### src/rtl/controle_ventoinha_niveis.sv
// Fan controller: classifies temperature into N levels with downward hysteresis and drives
// a PWM pin whose duty ramps toward the level target at a bounded rate.
module controle_ventoinha_niveis #(
  parameter int unsigned NIVEIS       = 8,
  parameter int unsigned LARGURA      = 16,
  parameter int unsigned HISTERESE    = 1,
  parameter int unsigned PERIODO_PWM  = 2000,
  parameter int unsigned RAMPA_CICLOS = 1000
) (
  input  logic                               clock,
  input  logic                               reset,
  input  logic [LARGURA-1:0]                 temp,
  input  logic                               temp_valida,
  input  logic [LARGURA*(NIVEIS-1)-1:0]      lim,
  output logic [$clog2(NIVEIS)-1:0]          nivel,
  output logic                               erro_lim,
  output logic [$clog2(PERIODO_PWM+1)-1:0]   duty_atual,
  output logic                               em_rampa,
  output logic                               pwm_ventoinha
);

  localparam int unsigned NW    = $clog2(NIVEIS);
  localparam int unsigned DW    = $clog2(PERIODO_PWM + 1);
  localparam int unsigned LH    = LARGURA + 1;
  localparam int unsigned PW    = (RAMPA_CICLOS > 1) ? $clog2(RAMPA_CICLOS) : 1;
  localparam int unsigned NLIM  = NIVEIS - 1;
  localparam int unsigned PASSO = PERIODO_PWM / NLIM;

  localparam logic [NW-1:0] NivelMax  = NW'(NIVEIS - 1);
  localparam logic [DW-1:0] DutyMax   = DW'(PERIODO_PWM);
  localparam logic [DW-1:0] PassoD    = DW'(PASSO);
  localparam logic [DW-1:0] ContFim   = DW'(PERIODO_PWM - 1);
  localparam logic [PW-1:0] PrescFim  = PW'(RAMPA_CICLOS - 1);
  localparam logic [LH-1:0] HistExt   = LH'(HISTERESE);

  typedef enum logic [1:0] {StParado, StSubindo, StDescendo} estado_e;

  // ---------------------------------------------------------------------------------------
  // Level classification
  // ---------------------------------------------------------------------------------------
  logic [LARGURA-1:0] lim_v [NLIM];

  for (genvar g = 0; g < NLIM; g++) begin : g_lim
    assign lim_v[g] = lim[g*LARGURA +: LARGURA];
  end

  logic [NW-1:0] nivel_q, nivel_d;
  logic          erro_q, erro_d;
  logic [NW-1:0] cnt_sobe, cnt_desce;
  logic [LH-1:0] temp_h;
  logic          lim_invalido;

  // Hysteresis sum is one bit wider so temperatures near full scale never wrap.
  always_comb begin
    cnt_sobe     = '0;
    cnt_desce    = '0;
    lim_invalido = 1'b0;
    temp_h       = {1'b0, temp} + HistExt;
    for (int i = 0; i < NLIM; i++) begin
      if (temp >= lim_v[i]) begin
        cnt_sobe = cnt_sobe + NW'(1);
      end
      if (temp_h >= {1'b0, lim_v[i]}) begin
        cnt_desce = cnt_desce + NW'(1);
      end
    end
    for (int i = 0; i + 1 < NLIM; i++) begin
      if (lim_v[i] > lim_v[i+1]) begin
        lim_invalido = 1'b1;
      end
    end
  end

  always_comb begin
    nivel_d = nivel_q;
    erro_d  = erro_q;
    if (temp_valida) begin
      if (lim_invalido) begin
        erro_d  = 1'b1;
        nivel_d = NivelMax;
      end else begin
        erro_d = 1'b0;
        if (cnt_sobe > nivel_q) begin
          nivel_d = cnt_sobe;
        end else if (cnt_desce < nivel_q) begin
          nivel_d = cnt_desce;
        end
      end
    end
  end

  always_ff @(posedge clock) begin
    if (!reset) begin
      nivel_q <= '0;
      erro_q  <= 1'b0;
    end else begin
      nivel_q <= nivel_d;
      erro_q  <= erro_d;
    end
  end

  // ---------------------------------------------------------------------------------------
  // Duty ramp
  // ---------------------------------------------------------------------------------------
  logic [DW-1:0] duty_alvo;
  logic [DW-1:0] duty_q, duty_d;
  logic [PW-1:0] presc_q, presc_d;
  estado_e       estado_q, estado_d;

  // Top level maps to the full period so integer division never leaves the fan short.
  always_comb begin
    if (nivel_q == NivelMax) begin
      duty_alvo = DutyMax;
    end else begin
      duty_alvo = DW'(nivel_q) * PassoD;
    end
  end

  always_comb begin
    estado_d = estado_q;
    presc_d  = presc_q;
    duty_d   = duty_q;
    unique case (estado_q)
      StParado: begin
        presc_d = '0;
        if (duty_q < duty_alvo) begin
          estado_d = StSubindo;
        end else if (duty_q > duty_alvo) begin
          estado_d = StDescendo;
        end
      end
      StSubindo: begin
        if (duty_alvo < duty_q) begin
          estado_d = StDescendo;
          presc_d  = '0;
        end else if (duty_alvo == duty_q) begin
          estado_d = StParado;
          presc_d  = '0;
        end else if (presc_q == PrescFim) begin
          duty_d  = duty_q + DW'(1);
          presc_d = '0;
          if (duty_d == duty_alvo) begin
            estado_d = StParado;
          end
        end else begin
          presc_d = presc_q + PW'(1);
        end
      end
      StDescendo: begin
        if (duty_alvo > duty_q) begin
          estado_d = StSubindo;
          presc_d  = '0;
        end else if (duty_alvo == duty_q) begin
          estado_d = StParado;
          presc_d  = '0;
        end else if (presc_q == PrescFim) begin
          duty_d  = duty_q - DW'(1);
          presc_d = '0;
          if (duty_d == duty_alvo) begin
            estado_d = StParado;
          end
        end else begin
          presc_d = presc_q + PW'(1);
        end
      end
      default: begin
        estado_d = StParado;
        presc_d  = '0;
      end
    endcase
  end

  always_ff @(posedge clock) begin
    if (!reset) begin
      estado_q <= StParado;
      presc_q  <= '0;
      duty_q   <= '0;
    end else begin
      estado_q <= estado_d;
      presc_q  <= presc_d;
      duty_q   <= duty_d;
    end
  end

  // ---------------------------------------------------------------------------------------
  // PWM generator
  // ---------------------------------------------------------------------------------------
  logic [DW-1:0] cont_q;
  logic [DW-1:0] aplic_q;
  logic          pwm_q;

  // Applied duty only changes at the wrap so each period is either old or new, never mixed.
  always_ff @(posedge clock) begin
    if (!reset) begin
      cont_q  <= '0;
      aplic_q <= '0;
      pwm_q   <= 1'b0;
    end else begin
      pwm_q <= (cont_q < aplic_q);
      if (cont_q == ContFim) begin
        cont_q  <= '0;
        aplic_q <= duty_q;
      end else begin
        cont_q <= cont_q + DW'(1);
      end
    end
  end

  assign nivel         = nivel_q;
  assign erro_lim      = erro_q;
  assign duty_atual    = duty_q;
  assign em_rampa      = (estado_q != StParado);
  assign pwm_ventoinha = pwm_q;

endmodule

### config.mk
export PLATFORM = sky130hd
export DESIGN_NAME = controle_ventoinha_niveis
export DESIGN_NICKNAME = d
export VERILOG_FILES = /design/src/rtl/controle_ventoinha_niveis.sv
export SDC_FILE = /design/constraint.sdc
export NUM_CORES = 1
export LEC_CHECK = 0
export BUFFER_PORTS_ARGS = -buffer_cell sky130_fd_sc_hd__buf_2
export CAP_MARGIN = 40
export CORE_ASPECT_RATIO = 0.5
export CORE_MARGIN = 4
export CORE_UTILIZATION = 30
export DETAILED_ROUTE_END_ITERATION = 16
export PLACE_DENSITY = 0.52
export SLEW_MARGIN = 40
export SYNTH_ARGS = -nofsm -noshare
export SYNTH_HDL_FRONTEND = slang
export SYNTH_SLANG_ARGS = --single-unit
export TNS_END_PERCENT = 10
### constraint.sdc
create_clock -name clock -period 19.9 [get_ports clock]
set_clock_uncertainty 0.05 [all_clocks]
set_input_delay 3.98 -clock clock [delete_from_list [all_inputs] [get_ports clock]]
set_output_delay 3.98 -clock clock [all_outputs]
set_load 0.005 [all_outputs]
==> results of run 1 <==
## worst register-to-register path, delay by kind of cell, from the launching register on
| family | cells | cell delay [ns] |
|---|---|---|
| AOI/OAI and AO/OA | 6 | 1.86 |
| muxes | 1 | 0.62 |
| DFF | 1 | 0.70 |
| adders and majority gates | 3 | 1.36 |
| and+or+nand+nor | 2 | 0.55 |
## stage by stage
step                utilization (%)  cells  cell area (sq um)  worst slack (ns)  hold slack (ns)
floorplan                         -   1495              12000              9.16            0.376
global placement               34.1   2155              13400              8.22            0.389
detailed placement             34.2   2155              13400              8.10            0.397
CTS                            34.6   2163              13600              8.38            0.407
global route                   34.7   2163              13600              7.84            0.428
finish                         34.7   2163              13600              8.37            0.406
## power by group
part	switching [mW]	internal (mW)
clock network	0.0429	0.0603
logic	0.298	0.243
registers	0.0126	0.105
total	0.354	0.409
## flip-flops by register name, indices dropped and copies added, names as in the netlist
name / flops
aplic_q: 11
cont_q: 11
duty_atual: 11
presc_q: 10
nivel: 3
estado_q: 2
erro_lim: 1
pwm_ventoinha: 1
## placed cells by master (no fill, tap or decap), types with 16 or more instances in the layout
cell type	Yosys	routed
nor3_1	24	23
o21a_1	39	39
buf_2	4	147
nand4_1	45	45
a21o_1	55	55
ha_1	374	373
a211oi_1	20	20
nor2_1	84	84
o21ai_0	49	49
nand2b_1	17	17
nand3_1	48	48
nor4_1	17	16
o211ai_1	16	16
inv_1	159	159
xor2_1	22	21
xnor2_1	53	49
dfxtp_1	50	50
nand2_1	109	109
a21oi_1	84	84
## metal layers
layer  share of wire [%]  track usage, %  vias to the layer above
li1                    -               -                     5794
met1                  46            23.5                     5236
met2                  48            33.1                      194
met3                 3.0            1.17                       50
met4                 3.0            5.45                        0
met5                   0               0                        -
## cell type report
| cell class | instances | area (sq um) |
|---|---|---|
| Fill cell | 4239 | 25600 |
| Multi-Input combinational cell | 1262 | 10400 |
| Sequential cell | 50 | 1000 |
| Timing Repair Buffer | 152 | 773 |
| Tap cell | 530 | 663 |
| Inverter | 161 | 604 |
| Clock buffer | 5 | 125 |
| Clock inverter | 3 | 48.8 |
## path summary, 6_finish.rpt
check             startpoint             end  slack [ns]  cells after the start
setup / recovery     temp[1]        nivel[1]        8.37                     34
hold / removal    aplic_q[4]      aplic_q[4]        0.41                      2
setup reg to reg    nivel[2]  duty_atual[10]       14.67                     12
hold reg to reg   aplic_q[4]      aplic_q[4]        0.41                      2
## cells by family (layout without fill, tap and decap cells)
family                   Yosys count  count (layout)
multiplexers                      14              14
XOR/XNOR                          82              82
adder cells (fa/ha/maj)          377             377
AND/OR/NAND/NOR                  420             420
flip-flops                        50              50
buffers and inverters            183             321
AO/OA/AOI/OAI                    369             369
==> run summary, run 1 <==
Leak: 6.80 nW
CTS clk-pin slew, worst paths: 0.07 ns
DR iter-0 viols: 559
CP arrival: 11.69 ns
Synth cell types: 79
xor/xnor share of the synthesized area: 6.66%
Max Fclk: 86.7 MHz
CP max FO: 9
grt ovf: 0
RSZ-0062 raised after global routing: false
postcts setup bufs: 0
Yosys warning count: 0
largest net degree at the start of global routing: 37
share of synthesized registers carrying an async set or reset: 0%
all-layer global routing usage: 18.3%
starting density of the core: 30.7%
CTS Buf Count: 5
status: finished, final reports clean
biggest area consumer among synthesized cells: ha_1
layout cell share with drive strength beyond 1: 11.8%
Mapped Nets: 2,003
Hold Fails Final Rpt: 0
placer congestion estimate: 0.902
number of synthesized flops with an enable pin: 0
capturing element type of the critical path: flip-flop
post-synthesis cell count: 1,495
crit path kind: in2reg
global-route wire length before repair: 62.6 mm
Worst VDD drop: 0.0436 mV
total power: 0.763 mW
family with the most delay on the worst path: compound AO/OA/AOI/OAI gates
Slew HR: 40.7%
Resize count post-CTS: 0
WL final: 40.8 mm
nets: 2,140
Worst Max-Slew Pin Slew: 0.878 ns
CTS H-Tree Depth: 2
IO Port Bufs: 147
initial antenna violation count: 0
most frequent cells after synthesis: 374 x ha_1, 159 x inv_1, 109 x nand2_1
cts-stage hold buffer count: 0
DR DRC count: 0
Most common cell on crit path: ha_1
CTS root buf: clkbuf_16
Max stage delay on crit path: 0.59 ns
largest family of logic cells by synthesized area: adder cells
pins over their slew limit: 0
WP buf/inv: 1
CTS tree: built
Fin Setup TNS: 0 ns
Ports: 148
Die ar.: 0.0436 sq mm
maxcap violations: 0
power density cells: 56.0 mW/mm^2
DR vias: 11,300
final setup fails: 0
Setup crit start kind: primary input
# clock sinks: 50
Post-Synth Adder-Cell Area: 39.4%
clk_lat worst skew: 0.30 ns
Pre-antenna DRT Iters: 5
Final min period: 11.53 ns
post-synthesis mux area share: 1.30%
Mean Syn Cell Area: 8.05 sq um
final worst-path cycle share: 58.0%
Core ar.: 0.0392 sq mm
post-synthesis simple-gate area fraction: 17.9%
# rows: 51
Post-synth top flop: dfxtp_1
post-synth top area share: 38.9%
synth top area cells: ha_1 39%, dfxtp_1 8.3%, inv_1 5.0%
DIE HEIGHT: 150 microns
Post-DRT Antenna Nets: 0
Seq/Total Area, Yosys: 8.31%
Ant. Diodes: 0
P&R area growth vs syn: 13.0%
Via density: 5.21
routed length per instance: 18.8 microns
Synth Area in Compound Gates: 20.7%
maximum clock insertion buffer count: 2
min-delay worst type: reg2reg
DP HPWL: 35.1 mm
vias in the first global route: 11,100
Slowest-stage cell, CP: xor2_1
post-synthesis cell area: 0.0120 sq mm
worst path required time: 20.06 ns
die width: 291 microns
Seq cells post-synth: 50
cell with the most instances after synthesis: ha_1
No activity file was read; power rests on OpenSTA's default activity.
==> run 2, diff against run 1 <==
==> constraint.sdc (replaced) <==
create_clock -name clock -period 11.7 [get_ports clock]
set_clock_uncertainty 0.05 [all_clocks]
set_input_delay 2.34 -clock clock [delete_from_list [all_inputs] [get_ports clock]]
set_output_delay 2.34 -clock clock [all_outputs]
set_load 0.005 [all_outputs]
==> run summary, run 2 (synthesis results as in run 1) <==
all-layer global routing usage: 18.2% (-0.086 points)
min-delay worst type: reg2reg
postcts setup bufs: 0 (unchanged)
Critical R2R Launch: nivel[2]
largest net degree at the start of global routing: 37 (unchanged)
capturing element type of the critical path: flip-flop
RSZ-0062 raised after global routing: false
Ant. Diodes: 0 (unchanged)
DIE HEIGHT: 150 microns (unchanged)
Max Fclk: 100 MHz
Endpoint, Worst Hold: aplic_q[4]
final worst-path cycle share: 85.3%
Slew HR: 37.5% (-3.2 points)
worst r2r dst: duty_atual[10]
Leak: 6.79 nW (about the same)
R2R cell count: 12 (unchanged)
IO Port Bufs: 147 (unchanged)
Final min period: 9.98 ns
power density cells: 95.5 mW/mm^2 (+70%)
DR iter-0 viols: 499 (-11%)
CTS tree: built
crit path kind: in2reg
Resize count post-CTS: 0 (unchanged)
nets: 2,140 (unchanged)
R2R Setup Slk: 6.47 ns (-8.20 ns)
hold path depth: 2 (unchanged)
hold wc startpoint: aplic_q[4]
# clock sinks: 50 (unchanged)
layout cell share with drive strength beyond 1: 11.8% (+0.061 points)
maxcap violations: 0 (unchanged)
Core ar.: 0.0392 sq mm (unchanged)
Most common cell on crit path: ha_1
CTS root buf: clkbuf_16
routed length per instance: 18.8 microns (about the same)
Setup crit start kind: primary input
P&R area growth vs syn: 13.0% (about the same)
vias in the first global route: 11,300 (+1.3%)
grt ovf: 0 (unchanged)
commonest non-fill, non-tap cell in the layout: ha_1
maximum clock insertion buffer count: 2 (unchanged)
placer congestion estimate: 0.903 (about the same)
top routing layer used: met4
pre-CTS setup slack: 1.50 ns (-6.61 ns)
Worst VDD drop: 0.0794 mV (+82%)
die width: 291 microns (unchanged)
most frequent cells in the layout: 373 x ha_1, 159 x inv_1, 147 x buf_2, 109 x nand2_1
CTS Buf Count: 5 (unchanged)
worst path required time: 11.86 ns (-8.20 ns)
global-route wire length before repair: 62.5 mm (about the same)
CTS H-Tree Depth: 2 (unchanged)
cts-stage hold buffer count: 0 (unchanged)
DR vias: 11,300 (unchanged)
area occupied by multi-input gates: 0.0104 sq mm (about the same)
initial antenna violation count: 0 (unchanged)
met1 WL: 18.7 mm (+0.36%)
fill count: 4,267 (+0.66%)
Slowest-stage cell, CP: xor2_1
Max stage delay on crit path: 0.59 ns (about the same)
Via density: 5.21 (unchanged)
Worst Max-Slew Pin Slew: 0.925 ns (+0.0472 ns)
status: finished, final reports clean
CP max FO: 9 (unchanged)
Fin Setup TNS: 0 ns (unchanged)
met3 WL: 1.22 mm (-1.7%)
final setup fails: 0 (unchanged)
Ports: 148 (unchanged)
CP arrival: 10.14 ns (-1.55 ns)
DP HPWL: 35.1 mm (about the same)
WL final: 40.7 mm (about the same)
Pre-antenna DRT Iters: 5 (unchanged)
Hold Fails Final Rpt: 0 (unchanged)
DR WL met2: 19.7 mm (-0.17%)
DR DRC count: 0 (unchanged)
Setup WS post-layout: 1.72 ns (-6.65 ns)
# rows: 51 (unchanged)
register area: 0.00100 sq mm (unchanged)
CTS clk-pin slew, worst paths: 0.07 ns (about the same)
Post-DRT Antenna Nets: 0 (unchanged)
Die ar.: 0.0436 sq mm (unchanged)
clk_lat worst skew: 0.30 ns (about the same)
starting density of the core: 30.7% (unchanged)
pins over their slew limit: 0 (unchanged)
## run 2: routing by layer
layer  up-vias  global-route usage (%)
met1      5256                    23.2
met4         0                    5.30
met5         -                       0
met2       171                    33.1
li1       5792                       -
met3        55                    1.39
## run 2: critical path: cells and delay by family
family,cells,cell delay (ns)
AO/OA/AOI/OAI,18,3.36
XOR/XNOR,3,1.28
adder cells (fa/ha/maj),8,2.39
buffers and inverters,1,0.24
multiplexers,1,0.27
AND/OR/NAND/NOR,3,0.26
## run 2: final cells by class
cell class	count	share of cell area (%)
clock buffers	5	0.919
well taps	530	4.87
multi-input cells	1262	76.4
flip-flops and latches	50	7.35
repair buffers	152	5.68
inverters	161	4.44
clock inverters	3	0.359
## run 2: power by group
group          internal [mW]  switching [mW]  total, mW  leakage [nW]
logic                  0.414           0.510      0.924          6.30
clock network          0.103          0.0729      0.175        0.0819
registers              0.179          0.0220      0.201         0.405
## run 2: worst max path at each step
stage	start	end	slack (ns)
6_report	temp[1]	nivel[1]	1.72
5_1_grt	temp[1]	nivel[1]	1.21
4_1_cts	temp[1]	nivel[1]	1.77
3_5_place_dp	temp[1]	nivel[1]	1.50
3_3_place_gp	temp[1]	nivel[1]	1.67
2_1_floorplan	temp[0]	nivel[2]	2.60
## run 2: per-stage QoR
| step | instances | total power, mW | hold WS [ns] | utilization (%) | area, sq um |
|---|---|---|---|---|---|
| 6_report | 2163 | 1.30 | 0.405 | 34.7 | 13600 |
| 5_1_grt | 2163 | 1.44 | 0.425 | 34.7 | 13600 |
| 3_3_place_gp | 2155 | 1.12 | 0.389 | 34.1 | 13400 |
| 4_1_cts | 2163 | 1.31 | 0.407 | 34.6 | 13600 |
| 3_5_place_dp | 2155 | 1.12 | 0.396 | 34.2 | 13400 |
| 2_1_floorplan | 1495 | 0.879 | 0.376 | - | 12000 |
